`config.mk`:
```
export PLATFORM = sky130hd
export DESIGN_NAME = mem_io_arbiter
export DESIGN_NICKNAME = d
export VERILOG_FILES = /design/src/rtl/mem_io_arbiter.sv
export SDC_FILE = /design/constraint.sdc
export NUM_CORES = 1
export LEC_CHECK = 0
export CAP_MARGIN = 25
export CORE_MARGIN = 1.5
export CORE_UTILIZATION = 51
export CTS_CLUSTER_DIAMETER = 30
export DETAILED_ROUTE_END_ITERATION = 8
export PLACE_DENSITY = 0.85
export SYNTH_ARGS = -nofsm -noshare
export SYNTH_HDL_FRONTEND = slang
export SYNTH_SLANG_ARGS = --single-unit
```
`constraint.sdc`:
```
create_clock -name clk -period 5.4 [get_ports clk]
set_input_delay 0.54 -clock clk [delete_from_list [all_inputs] [get_ports clk]]
set_output_delay 0.54 -clock clk [all_outputs]
set_load 0.1 [all_outputs]
```
`src/rtl/mem_io_arbiter.sv`:
```
// Bridges the mem mesh io ports to one shared word bus: round-robin outbound serialiser, inbound pulse replay.
// Optional build macro MEM_IO_LOOPBACK_EN adds lb_en, which replays granted slots back into the mesh.
module mem_io_arbiter #(
    parameter int PORTS = 4,
    parameter int DW    = 8,
    parameter int PW    = 3
) (
    input  logic                clk,
    input  logic                rst_n,
`ifdef MEM_IO_LOOPBACK_EN
    input  logic                lb_en,
`endif
    input  logic [PORTS-1:0]    mesh_act_out,
    input  logic [PORTS*DW-1:0] mesh_dat_out,
    output logic [PORTS-1:0]    mesh_act_in,
    output logic [PORTS*DW-1:0] mesh_dat_in,
    output logic                out_valid,
    input  logic                out_ready,
    output logic [PW-1:0]       out_port,
    output logic [DW-1:0]       out_data,
    input  logic                in_valid,
    output logic                in_ready,
    input  logic [PW-1:0]       in_port,
    input  logic [DW-1:0]       in_data,
    output logic [PORTS-1:0]    ovf,
    output logic                perr
);

    logic lb;
`ifdef MEM_IO_LOOPBACK_EN
    assign lb = lb_en;
`else
    assign lb = 1'b0;
`endif

    logic [PORTS-1:0] slot_vld_p0;
    logic [DW-1:0]    slot_dat_p0 [PORTS];
    logic [PW-1:0]    rr;
    logic [PW:0]      pick;
    logic             any_vld;
    logic [PW-1:0]    grant;
    logic [DW-1:0]    grant_dat;
    logic [PORTS-1:0] grant_sel;
    logic             out_free;
    logic             take;
    logic [PORTS-1:0]    nxt_act;
    logic [PORTS*DW-1:0] nxt_dat;
    logic                perr_hit;

    // Returns {found, index} of the first valid slot at or after start, wrapping at PORTS.
    function automatic logic [PW:0] rr_pick(input logic [PORTS-1:0] v, input logic [PW-1:0] start);
        logic [PW:0] res;
        int          idx;
        res = '0;
        for (int i = 0; i < PORTS; i++) begin
            idx = int'(start) + i;
            if (idx >= PORTS) idx = idx - PORTS;
            if (!res[PW] && v[idx]) res = {1'b1, PW'(idx)};
        end
        return res;
    endfunction

    function automatic logic [PW-1:0] wrap_inc(input logic [PW-1:0] g);
        return (int'(g) == PORTS - 1) ? '0 : g + 1'b1;
    endfunction

    assign pick     = rr_pick(slot_vld_p0, rr);
    assign any_vld  = pick[PW];
    assign grant    = pick[PW-1:0];
    assign out_free = !out_valid || out_ready;
    assign take     = any_vld && (lb || out_free);
    assign in_ready = rst_n && !lb;

    always_comb begin
        grant_dat = '0;
        grant_sel = '0;
        for (int p = 0; p < PORTS; p++) begin
            if (int'(grant) == p) begin
                grant_dat    = slot_dat_p0[p];
                grant_sel[p] = take;
            end
        end
    end

    // Stage 0: capture mesh pulses into pending slots
    always_ff @(posedge clk) begin
        if (!rst_n) begin
            slot_vld_p0 <= '0;
            ovf         <= '0;
        end else begin
            for (int p = 0; p < PORTS; p++) begin
                if (grant_sel[p]) slot_vld_p0[p] <= 1'b0;
                if (mesh_act_out[p]) begin
                    slot_vld_p0[p] <= 1'b1;
                    if (slot_vld_p0[p] && !grant_sel[p]) ovf[p] <= 1'b1;
                end
            end
        end
    end

    always_ff @(posedge clk) begin
        for (int p = 0; p < PORTS; p++) begin
            if (mesh_act_out[p]) slot_dat_p0[p] <= mesh_dat_out[p*DW +: DW];
        end
    end

    // Stage 1: outbound word register and round-robin pointer
    always_ff @(posedge clk) begin
        if (!rst_n) begin
            out_valid <= 1'b0;
            out_port  <= '0;
            out_data  <= '0;
            rr        <= '0;
        end else begin
            if (take) begin
                rr <= wrap_inc(grant);
                if (!lb) begin
                    out_valid <= 1'b1;
                    out_port  <= grant;
                    out_data  <= grant_dat;
                end
            end
            if (lb || (out_free && !any_vld)) out_valid <= 1'b0;
        end
    end

    // Inbound words (or loopback replays) become a single-cycle mesh write
    always_comb begin
        nxt_act  = '0;
        nxt_dat  = '0;
        perr_hit = 1'b0;
        if (lb) begin
            for (int p = 0; p < PORTS; p++) begin
                if (grant_sel[p]) begin
                    nxt_act[p]          = 1'b1;
                    nxt_dat[p*DW +: DW] = grant_dat;
                end
            end
        end else if (in_valid && in_ready) begin
            if (int'(in_port) >= PORTS) perr_hit = 1'b1;
            for (int p = 0; p < PORTS; p++) begin
                if (int'(in_port) == p) begin
                    nxt_act[p]          = 1'b1;
                    nxt_dat[p*DW +: DW] = in_data;
                end
            end
        end
    end

    // Stage 1: mesh write register
    always_ff @(posedge clk) begin
        if (!rst_n) begin
            mesh_act_in <= '0;
            mesh_dat_in <= '0;
            perr        <= 1'b0;
        end else begin
            mesh_act_in <= nxt_act;
            mesh_dat_in <= nxt_dat;
            if (perr_hit) perr <= 1'b1;
        end
    end

endmodule

```
# After elaboration in Yosys (flattened, before gate mapping)

Memory sizes are Yosys's and may differ from the RTL's.
Index checks and enable logic that the tools add are counted.
Widths: inputs -> output; s select.

Order comparisons: 9
Bitwise operators: 1
Reduce and logical (&&, ||, !) cells: 36
Eq/ne operators: 6
Add/sub/neg operators: 8
Muxes and demuxes: 51

Operators by type and width:

| cell                | number |
|---|---|
| $lt 32x4->1 const B | 4 |
| $mux 32             | 4 |
| $mux 1              | 34 |
| $mux 8              | 4 |
| $mux 4              | 4 |
| $sub 4x3->5 const B | 3 |
| $eq 3x3->1 const B  | 4 |
| $ge 4x3->1 const B  | 3 |
| $reduce_and 3->1    | 4 |
| $logic_and 1x1->1   | 10 |
| $reduce_and 2->1    | 5 |
| $logic_not 1->1     | 9 |
| $add 3x2->4 const B | 2 |
| $bmux 1 s2          | 4 |
| $reduce_bool 2->1   | 4 |
| $eq 3x2->1 const B  | 2 |
| $ge 3x3->1 const B  | 2 |
| $logic_not 3->1     | 2 |
| $add 3x1->4 const B | 1 |
| $sub 3x3->4 const B | 1 |
| $add 3x1->3 const B | 1 |
| $mux 3              | 1 |
| $reduce_or 2->1     | 1 |
| $logic_or 1x1->1    | 1 |
| $not 1->1           | 1 |

Bits of input ports: 51
Memories kept: 1
Flip-flop bits (word level): 60
Output and inout port bits: 54
RAM bits: 32

Memories:

| memory      | words | width | rd ports | clocked after Yosys merged registers in | write ports | line | RTL |
|---|---|---|---|---|---|---|---|
| slot_dat_p0 | 4     | 8     | 4        | 0                                       | 4           | 37   | `logic [DW-1:0] slot_dat_p0 [PORTS];` |

# Depth between registers and ports, before layout

Gate-level depths: netlist of run 1.

Depth in word-level cells: 20
Gate-level depth with buffers: 16
Gate-level depth less buffers: 13

# Least setup slack after synthesis of run 1

Ideal clock, no wire load.

Path type: register -> register
From: reg rr[0]
To: reg out_data[0]
Buffers on the path: 3
Required time: 5.313 ns
Data arrival time: 3.376 ns
Period minus slack after synthesis: 3.464 ns
Cell stages (with the launch flop): 17
Path slack: 1.936 ns
Library setup time: 0.087 ns
Cells stage by stage: dfxtp_1 > buf_4 > inv_1 > ha_1 > clkbuf_2 > nand3b_1 > a21oi_1 > nor3_1 > and2_1 > inv_1 > ha_1 > nor2b_1 > buf_1 > a221oi_1 > a2111oi_0 > a31oi_1 > o31ai_1

Longest elaborated chain between the ends: 20
Elaborated cells between the ends (all ways): 46

Ends and longest elaborated chain:

| what                                                 | line | RTL |
|---|---|---|
| start: declaration                                   | 38   | `logic [PW-1:0] rr;` |
| start signal: assignment                             | 116  | `rr <= wrap_inc(grant);` |
| branches (longest 14 deep; another with $sub 4x3->5) | -    |  |
| $mux 4 (*)                                           | 58   | `if (!res[PW] && v[idx]) res = {1'b1, PW'(idx)};` |
| net pick[1]                                          | 39   | `logic [PW:0] pick;` |
| $logic_not 3->1                                      | 78   | `if (int'(grant) == p) begin` |
| $mux 8 (3 in a row)                                  | 78   |  |
| $mux 8 (*)                                           | 78   |  |
| end signal: assignment                               | 120  | `out_data <= grant_dat;` |
| end: declaration                                     | 20   | `output logic [DW-1:0] out_data,` |

Mark *: on every way through the listed nets, which the timed path passes. The select of a mux whose other input is x is not followed.
A chain may end at the register's enable or synchronous reset.

# Final worst setup path of run 1

From: reg rr[0]
To: reg out_data[1]

Longest elaborated chain between the ends: 20
Elaborated cells between the ends (all ways): 46

Ends and longest elaborated chain:

| what                                                 | line |
|---|---|
| branches (longest 14 deep; another with $sub 4x3->5) | - |
| $mux 4 (*)                                           | 58 |
| $logic_not 3->1                                      | 78 |
| $mux 8 (4 in a row)                                  | 78 |

Mark *: on every way between the ends. The select of a mux whose other input is x is not followed.

==> impl_metrics.tcl, run 1 <==
set metrics [dict create \
    dieArea_mm2 0.00781 \
    hp-class "flop to flop" \
    grt_max_degree 23 \
    p_clk_frac 0.180 \
    hold_path_end "ovf[3]$_SDFFE_PN0P_" \
    endpoint_kind "flop" \
    drt_iter0_drc 223 \
    fin_util 0.722 \
    fin_ws_ns 0.818 \
    clk_path_buf_depth 2 \
    core.rowCount 30 \
    ant_nets 0 \
    syn_area_per_cell_um2 11.5 \
    cts_buffers 9 \
    yosysTopAreaCell "dfxtp_1" \
    layout_min_cycle_time_ns 4.58 \
    cts_setup_buffers 0 \
    fin_crit_sh 0.848 \
    hold_start "ovf[3]$_SDFFE_PN0P_" \
    worstMarginPinSlew_ns 1.00 \
    power_density_mw_per_mm2 500 \
    path_class "flop to flop" \
    place_hpwl_um 7000 \
    power.internal_w 0.00137 \
    syn2layout_area_growth_pct 34.2 \
    slew_viol_final 0 \
    io_pins 105 \
    fp.dieW_um 88.4 \
    dp_slack_ns 1.01 \
    power.total_w 0.00250 \
    clk_latency_ns 0.35 \
    ys.flop_type "dfxtp_1" \
    synth-async-reset-ratio 0 \
    synth-seq-cells 92 \
    reg2reg_depth 13 \
    tns_ns 0 \
    wl_per_cell_um 18.4 \
    setup_viol 0 \
    switching_share 0.451 \
    seq_area_frac_synth 0.582 \
    status "finished clean" \
    fillerInstances 501 \
    grt_pass1_vias 3023 \
    yosysWarnings 0 \
    gp_congestion 0.939 \
    layout_common_cells "104 x clkdlybuf4s50_1, 60 x dfxtp_1, 34 x and2_1" \
    drt_pass1_iterations 5 \
    io_buffers 104 \
    synth_area_leaders "dfxtp_1 32%, edfxtp_1 26%, and2_1 5.7%" \
    crit_fanout 19 \
    antenna_found_initial 0 \
    syn_inst 323 \
    start_util 0.538 \
    holdWs_ns 0.473 \
    rrSetupSlack_ns 0.82 \
    hold_viol 0 \
    min_delay_path_depth 1 \
    drive_gt1_frac 0.0751 \
    synth.distinct_cells 50 \
    overflow 0 \
    wirelength_um 9610 \
    die_h_um 88.4 \
    timing.rr.end "out_data[1]$_SDFFE_PN0N_" \
    startpoint_type "flop" \
    fmax_ghz 0.218 \
    p_leak_nw 1.87 \
    htree_levels 3 \
    vias_per_cell 5.78 \
    maxCapViolCount 0 \
    pwr-share-seq 0.342 \
    clock_sinks 92 \
    tritoncts "yes" \
    power.switching_w 0.00112 \
    drc 0 \
    cts_root_buffer "clkbuf_8" \
    grt_usage 0.258 \
    fin_skew_ns 0.00532 \
    arrival_ns 4.85 \
    num_vias 3019 \
    rsz0062_at_grt "no" \
    ctsHoldBuffers 0 \
    regToRegStartpoint "rr[0]$_SDFFE_PN0N_" \
    grt_pass1_wl_um 15100 \
    p_comb_frac 0.478 \
    post_cts_resized 0 \
    ir_drop_uv 223 \
    nets 477 \
    antenna_cells 0 \
    synth_nets 379 \
    syn-cell-area_mm2 0.00372 \
    crit_required_ns 5.67 \
    synth_edf_count 32 \
    synth_top_area_share 0.323 \
    layout_commonest_cell "clkdlybuf4s50_1" \
    core_area_mm2 0.00691 \
    clkTransAtPathRegs_ns 0.10 \
    max_slew_margin 0.329 \
]
logic make-up after synthesis:
group / after synthesis / share of synthesized area
compound gates: 67 / 0.140
flops: 92 / 0.582
simple gates: 111 / 0.176
mux: 9 / 0.0377
fa+ha+maj: 5 / 0.0168
buf+inv: 39 / 0.0475
cells in the mapped netlist (2+ instances only):
cell type / number
a41oi_2: 2
nand2b_1: 10
nor3_1: 6
o211ai_1: 2
a21oi_1: 6
and2_1: 34
ha_1: 5
a221oi_1: 8
edfxtp_1: 32
mux4_2: 4
a2111oi_0: 8
nor2_1: 11
buf_2: 8
nor2b_1: 4
o31ai_1: 8
nand2_1: 10
and3_1: 17
inv_1: 17
mux2i_1: 5
nand3b_1: 2
dfxtp_1: 60
a31oi_1: 13
a211oi_1: 2
buf_4: 3
o21ai_0: 5
o21a_1: 3
clkbuf_1: 7
nand3_1: 9
worst max-delay path by stage:
stage,start,end,depth (start not counted)
final,rr[0]$_SDFFE_PN0N_,out_data[1]$_SDFFE_PN0N_,13
after global routing,rr[0]$_SDFFE_PN0N_,out_data[0]$_SDFFE_PN0N_,13
after CTS,rr[0]$_SDFFE_PN0N_,out_data[1]$_SDFFE_PN0N_,13
after detailed placement,rr[0]$_SDFFE_PN0N_,out_data[0]$_SDFFE_PN0N_,13
after global placement,rr[0]$_SDFFE_PN0N_,out_data[4]$_SDFFE_PN0N_,13
after floorplan,rr[0]$_SDFFE_PN0N_,out_data[0]$_SDFFE_PN0N_,16
metrics by stage:
stage | std cells | cell area [um2]
2_1_floorplan | 323 | 3720
3_5_place_dp | 506 | 4800
6_report | 522 | 4990
4_1_cts | 522 | 4990
3_3_place_gp | 505 | 4790
5_1_grt | 522 | 4990
flip-flops by register name (all words and copies together), names as in the netlist:
signal,cells
rr,3
ovf,4
slot_dat_p0,32
slot_vld_p0,4
perr,1
out_valid,1
out_data,8
mesh_act_in,4
mesh_dat_in,32
out_port,3
per-layer routing:
metal | track usage | routed length, um | up-vias
li1 | - | - | 1383
met1 | 0.305 | 3720 | 1444
met2 | 0.425 | 4720 | 173
met3 | 0.0924 | 969 | 19
met4 | 0.111 | 197 | 0
met5 | 0 | 0 | -
area by class of cell:
cell class                      count  area (um2)  area share
Tap cell                           96         120      0.0241
Clock buffer                        9         124      0.0248
Timing Repair Buffer              108        1070       0.215
Inverter                           18        67.6      0.0135
Clock inverter                      7        66.3      0.0133
Sequential cell                    92        2160       0.433
Multi-Input combinational cell    192        1380       0.276
worst max-delay path: stages, from the launching register on:
cell and delay, ns:
dfxtp_1 0.65, inv_1 0.18, ha_1 0.50, mux4_2 0.45
nor2b_1 0.15, o21ai_1 0.08, nand2_1 0.35, inv_2 0.10
ha_1 0.44, nor2b_1 0.59, a221oi_1 0.21, a2111oi_0 0.53
a31oi_1 0.17, o31ai_1 0.11
power groups by stage:
stage               logic, W  clock network, W  registers (W)
floorplan           0.000646                 0        0.00110
global placement     0.00111                 0       0.000864
detailed placement   0.00117                 0       0.000869
CTS                  0.00118          0.000454       0.000853
global route         0.00127          0.000485       0.000864
finish               0.00119          0.000449       0.000854
Power figures use the tool's default switching activity.
==> run 2: changes to the inputs <==
--- a/config.mk
+++ b/config.mk
@@ -7,10 +7,10 @@
 export LEC_CHECK = 0
 export CAP_MARGIN = 25
 export CORE_MARGIN = 1.5
-export CORE_UTILIZATION = 51
+export CORE_UTILIZATION = 47
 export CTS_CLUSTER_DIAMETER = 30
 export DETAILED_ROUTE_END_ITERATION = 8
-export PLACE_DENSITY = 0.85
+export PLACE_DENSITY = 0.79
 export SYNTH_ARGS = -nofsm -noshare
 export SYNTH_HDL_FRONTEND = slang
 export SYNTH_SLANG_ARGS = --single-unit
==> constraint.sdc (replaced) <==
create_clock -name clk -period 4.3 [get_ports clk]
set_input_delay 0.43 -clock clk [delete_from_list [all_inputs] [get_ports clk]]
set_output_delay 0.43 -clock clk [all_outputs]
set_load 0.1 [all_outputs]
==> run 2 against run 1 <==
Compared with the run above:
- fmax increased by 17%
- die area increased by 8.2%
- worst hold slack got worse by 0.0037 ns
- count of clock-buffer cells in the layout increased by 1
- core utilization decreased by 6.7 points
- largest power group unchanged
==> impl_metrics.tcl, run 2 (same netlist as run 1, synthesis figures left out) <==
set metrics [dict create \
    hold_path_end "ovf[3]$_SDFFE_PN0P_" \
    rrSetupSlack_ns 0.37 \
    slew_viol_final 0 \
    die_h_um 91.9 \
    gp_congestion 0.858 \
    hold_start "ovf[3]$_SDFFE_PN0P_" \
    reg_top3 "mesh_dat_in x32, slot_dat_p0 x32, out_data x8" \
    ant_nets 0 \
    cts_root_buffer "clkbuf_8" \
    fin_skew_ns 0.00879 \
    grt_pass1_wl_um 14300 \
    p_leak_nw 1.89 \
    cp_slowest_stage_delay_ns 0.56 \
    grt_max_degree 22 \
    layout_common_cells "104 x clkdlybuf4s50_1, 59 x dfxtp_1, 34 x and2_1" \
    fp.dieW_um 91.9 \
    path_class "flop to flop" \
    holdWs_ns 0.470 \
    cts_buffers 9 \
    clk_latency_ns 0.35 \
    maxCapViolCount 0 \
    worstMarginPinSlew_ns 1.05 \
    regToRegStartpoint "rr[1]$_SDFFE_PN0N_" \
    hold_viol 0 \
    timing.rr.end "out_data[1]$_SDFFE_PN0N_" \
    antenna_found_initial 0 \
    crit_path_start "rr[1]$_SDFFE_PN0N_" \
    wirelength_um 9110 \
    tritoncts "yes" \
    drt_pass1_iterations 4 \
    arrival_ns 4.19 \
    met1_usage 0.258 \
    clk_path_buf_depth 2 \
    layout_commonest_cell "clkdlybuf4s50_1" \
    startpoint_type "flop" \
    drc 0 \
    fmax_ghz 0.255 \
    dieArea_mm2 0.00845 \
    crit_required_ns 4.57 \
    vias_per_cell 5.39 \
    reg2reg_depth 12 \
    use_met3 0.0954 \
    place_area_mm2 0.00481 \
    core_area_mm2 0.00769 \
    overflow 0 \
    nets 478 \
    endpoint_kind "flop" \
    ir_drop_uv 272 \
    max_slew_margin 0.293 \
    crit_top_cell "ha_1" \
    grt_usage 0.220 \
    power_density_mw_per_mm2 625 \
    grt_pass1_vias 2849 \
    core.rowCount 32 \
    wl_per_cell_um 17.2 \
    num_vias 2853 \
    grt_most_used_layer "met2" \
    start_util 0.483 \
    clock_sinks 92 \
    place_hpwl_um 6580 \
    use_met2 0.359 \
    cts_setup_buffers 0 \
    drive_gt1_frac 0.0843 \
    tns_ns 0 \
    rsz0062_at_grt "no" \
    antenna_cells 0 \
    clkTransAtPathRegs_ns 0.10 \
    crit_fanout 11 \
    drt_iter0_drc 222 \
    fin_crit_sh 0.913 \
    crit_chain "inv_1 -> ha_1 -> mux4_2 -> nor2b_1 -> o21ai_1 -> nand2_1 -> ha_1 -> nor2b_2 -> a221oi_1 -> a2111oi_0 -> a31oi_1 -> o31ai_1" \
    status "finished clean" \
    stdcell_area_mm2 0.00504 \
    syn2layout_area_growth_pct 35.5 \
    io_pins 105 \
    io_buffers 104 \
    hp-class "flop to flop" \
    setup_viol 0 \
    min_delay_path_depth 1 \
    layout_min_cycle_time_ns 3.93 \
    htree_levels 3 \
    critPathSlowestCell "dfxtp_1" \
]
[run 2: cell count changes in the layout (fill, tap and decap cells not counted)]
cell | before | now
inv_6 | 3 | 2
nor2b_2 | 0 | 1
dfxtp_2 | 0 | 1
inv_8 | 2 | 0
dfxtp_1 | 60 | 59
ha_2 | 0 | 1
buf_4 | 4 | 5
nor2b_1 | 4 | 3
ha_1 | 5 | 4
clkbuf_16 | 0 | 1
clkinv_8 | 0 | 2
[run 2: worst max path at each step]
stage / to / depth (start not counted)
after floorplan: out_data[0]$_SDFFE_PN0N_ / 16
after global placement: out_data[0]$_SDFFE_PN0N_ / 12
after detailed placement: out_data[0]$_SDFFE_PN0N_ / 12
after CTS: out_data[1]$_SDFFE_PN0N_ / 12
after global routing: out_data[0]$_SDFFE_PN0N_ / 12
final: out_data[1]$_SDFFE_PN0N_ / 12
[run 2: layout make-up]
class	instances	area [um2]
Tap cell	102	128
Sequential cell	92	2160
Clock buffer	10	149
Inverter	18	67.6
Multi-Input combinational cell	192	1380
Timing Repair Buffer	109	1080
Clock inverter	6	67.6
Fill cell	599	2650
[run 2: per-layer routing]
metal	part of all wire	up-vias
met5	0	-
met4	0.011	0
met3	0.095	8
met2	0.49	114
met1	0.40	1347
li1	-	1384
[run 2: timing repair]
item,in CTS,in global routing
gates resized for setup,0,3
hold buffers,0,0
endpoints found under the setup margin,0,8
[run 2: critical path, delay by kind of cell (launching register included)]
kind	cells	cell delay [ns]
adders and majority gates	2	0.82
AOI/OAI and AO/OA	5	0.97
and+or+nand+nor	3	0.88
buffers and inverters	1	0.15
DFF	1	0.56
muxes	1	0.45
[run 2: through the flow]
step	total power, W	utilization	cells	worst slack [ns]
2_1_floorplan	0.00219	-	323	0.836
3_3_place_gp	0.00251	0.626	513	0.338
3_5_place_dp	0.00255	0.626	513	0.138
4_1_cts	0.00315	0.654	529	0.0752
5_1_grt	0.00333	0.655	529	0.0856
6_report	0.00315	0.655	529	0.373
[run 2: report_power, final]
group	total, W	switching (W)	internal [W]
registers	0.00107	0.0000778	0.000995
logic	0.00149	0.000975	0.000512
clock network	0.000587	0.000325	0.000261
total	0.00315	0.00138	0.00177
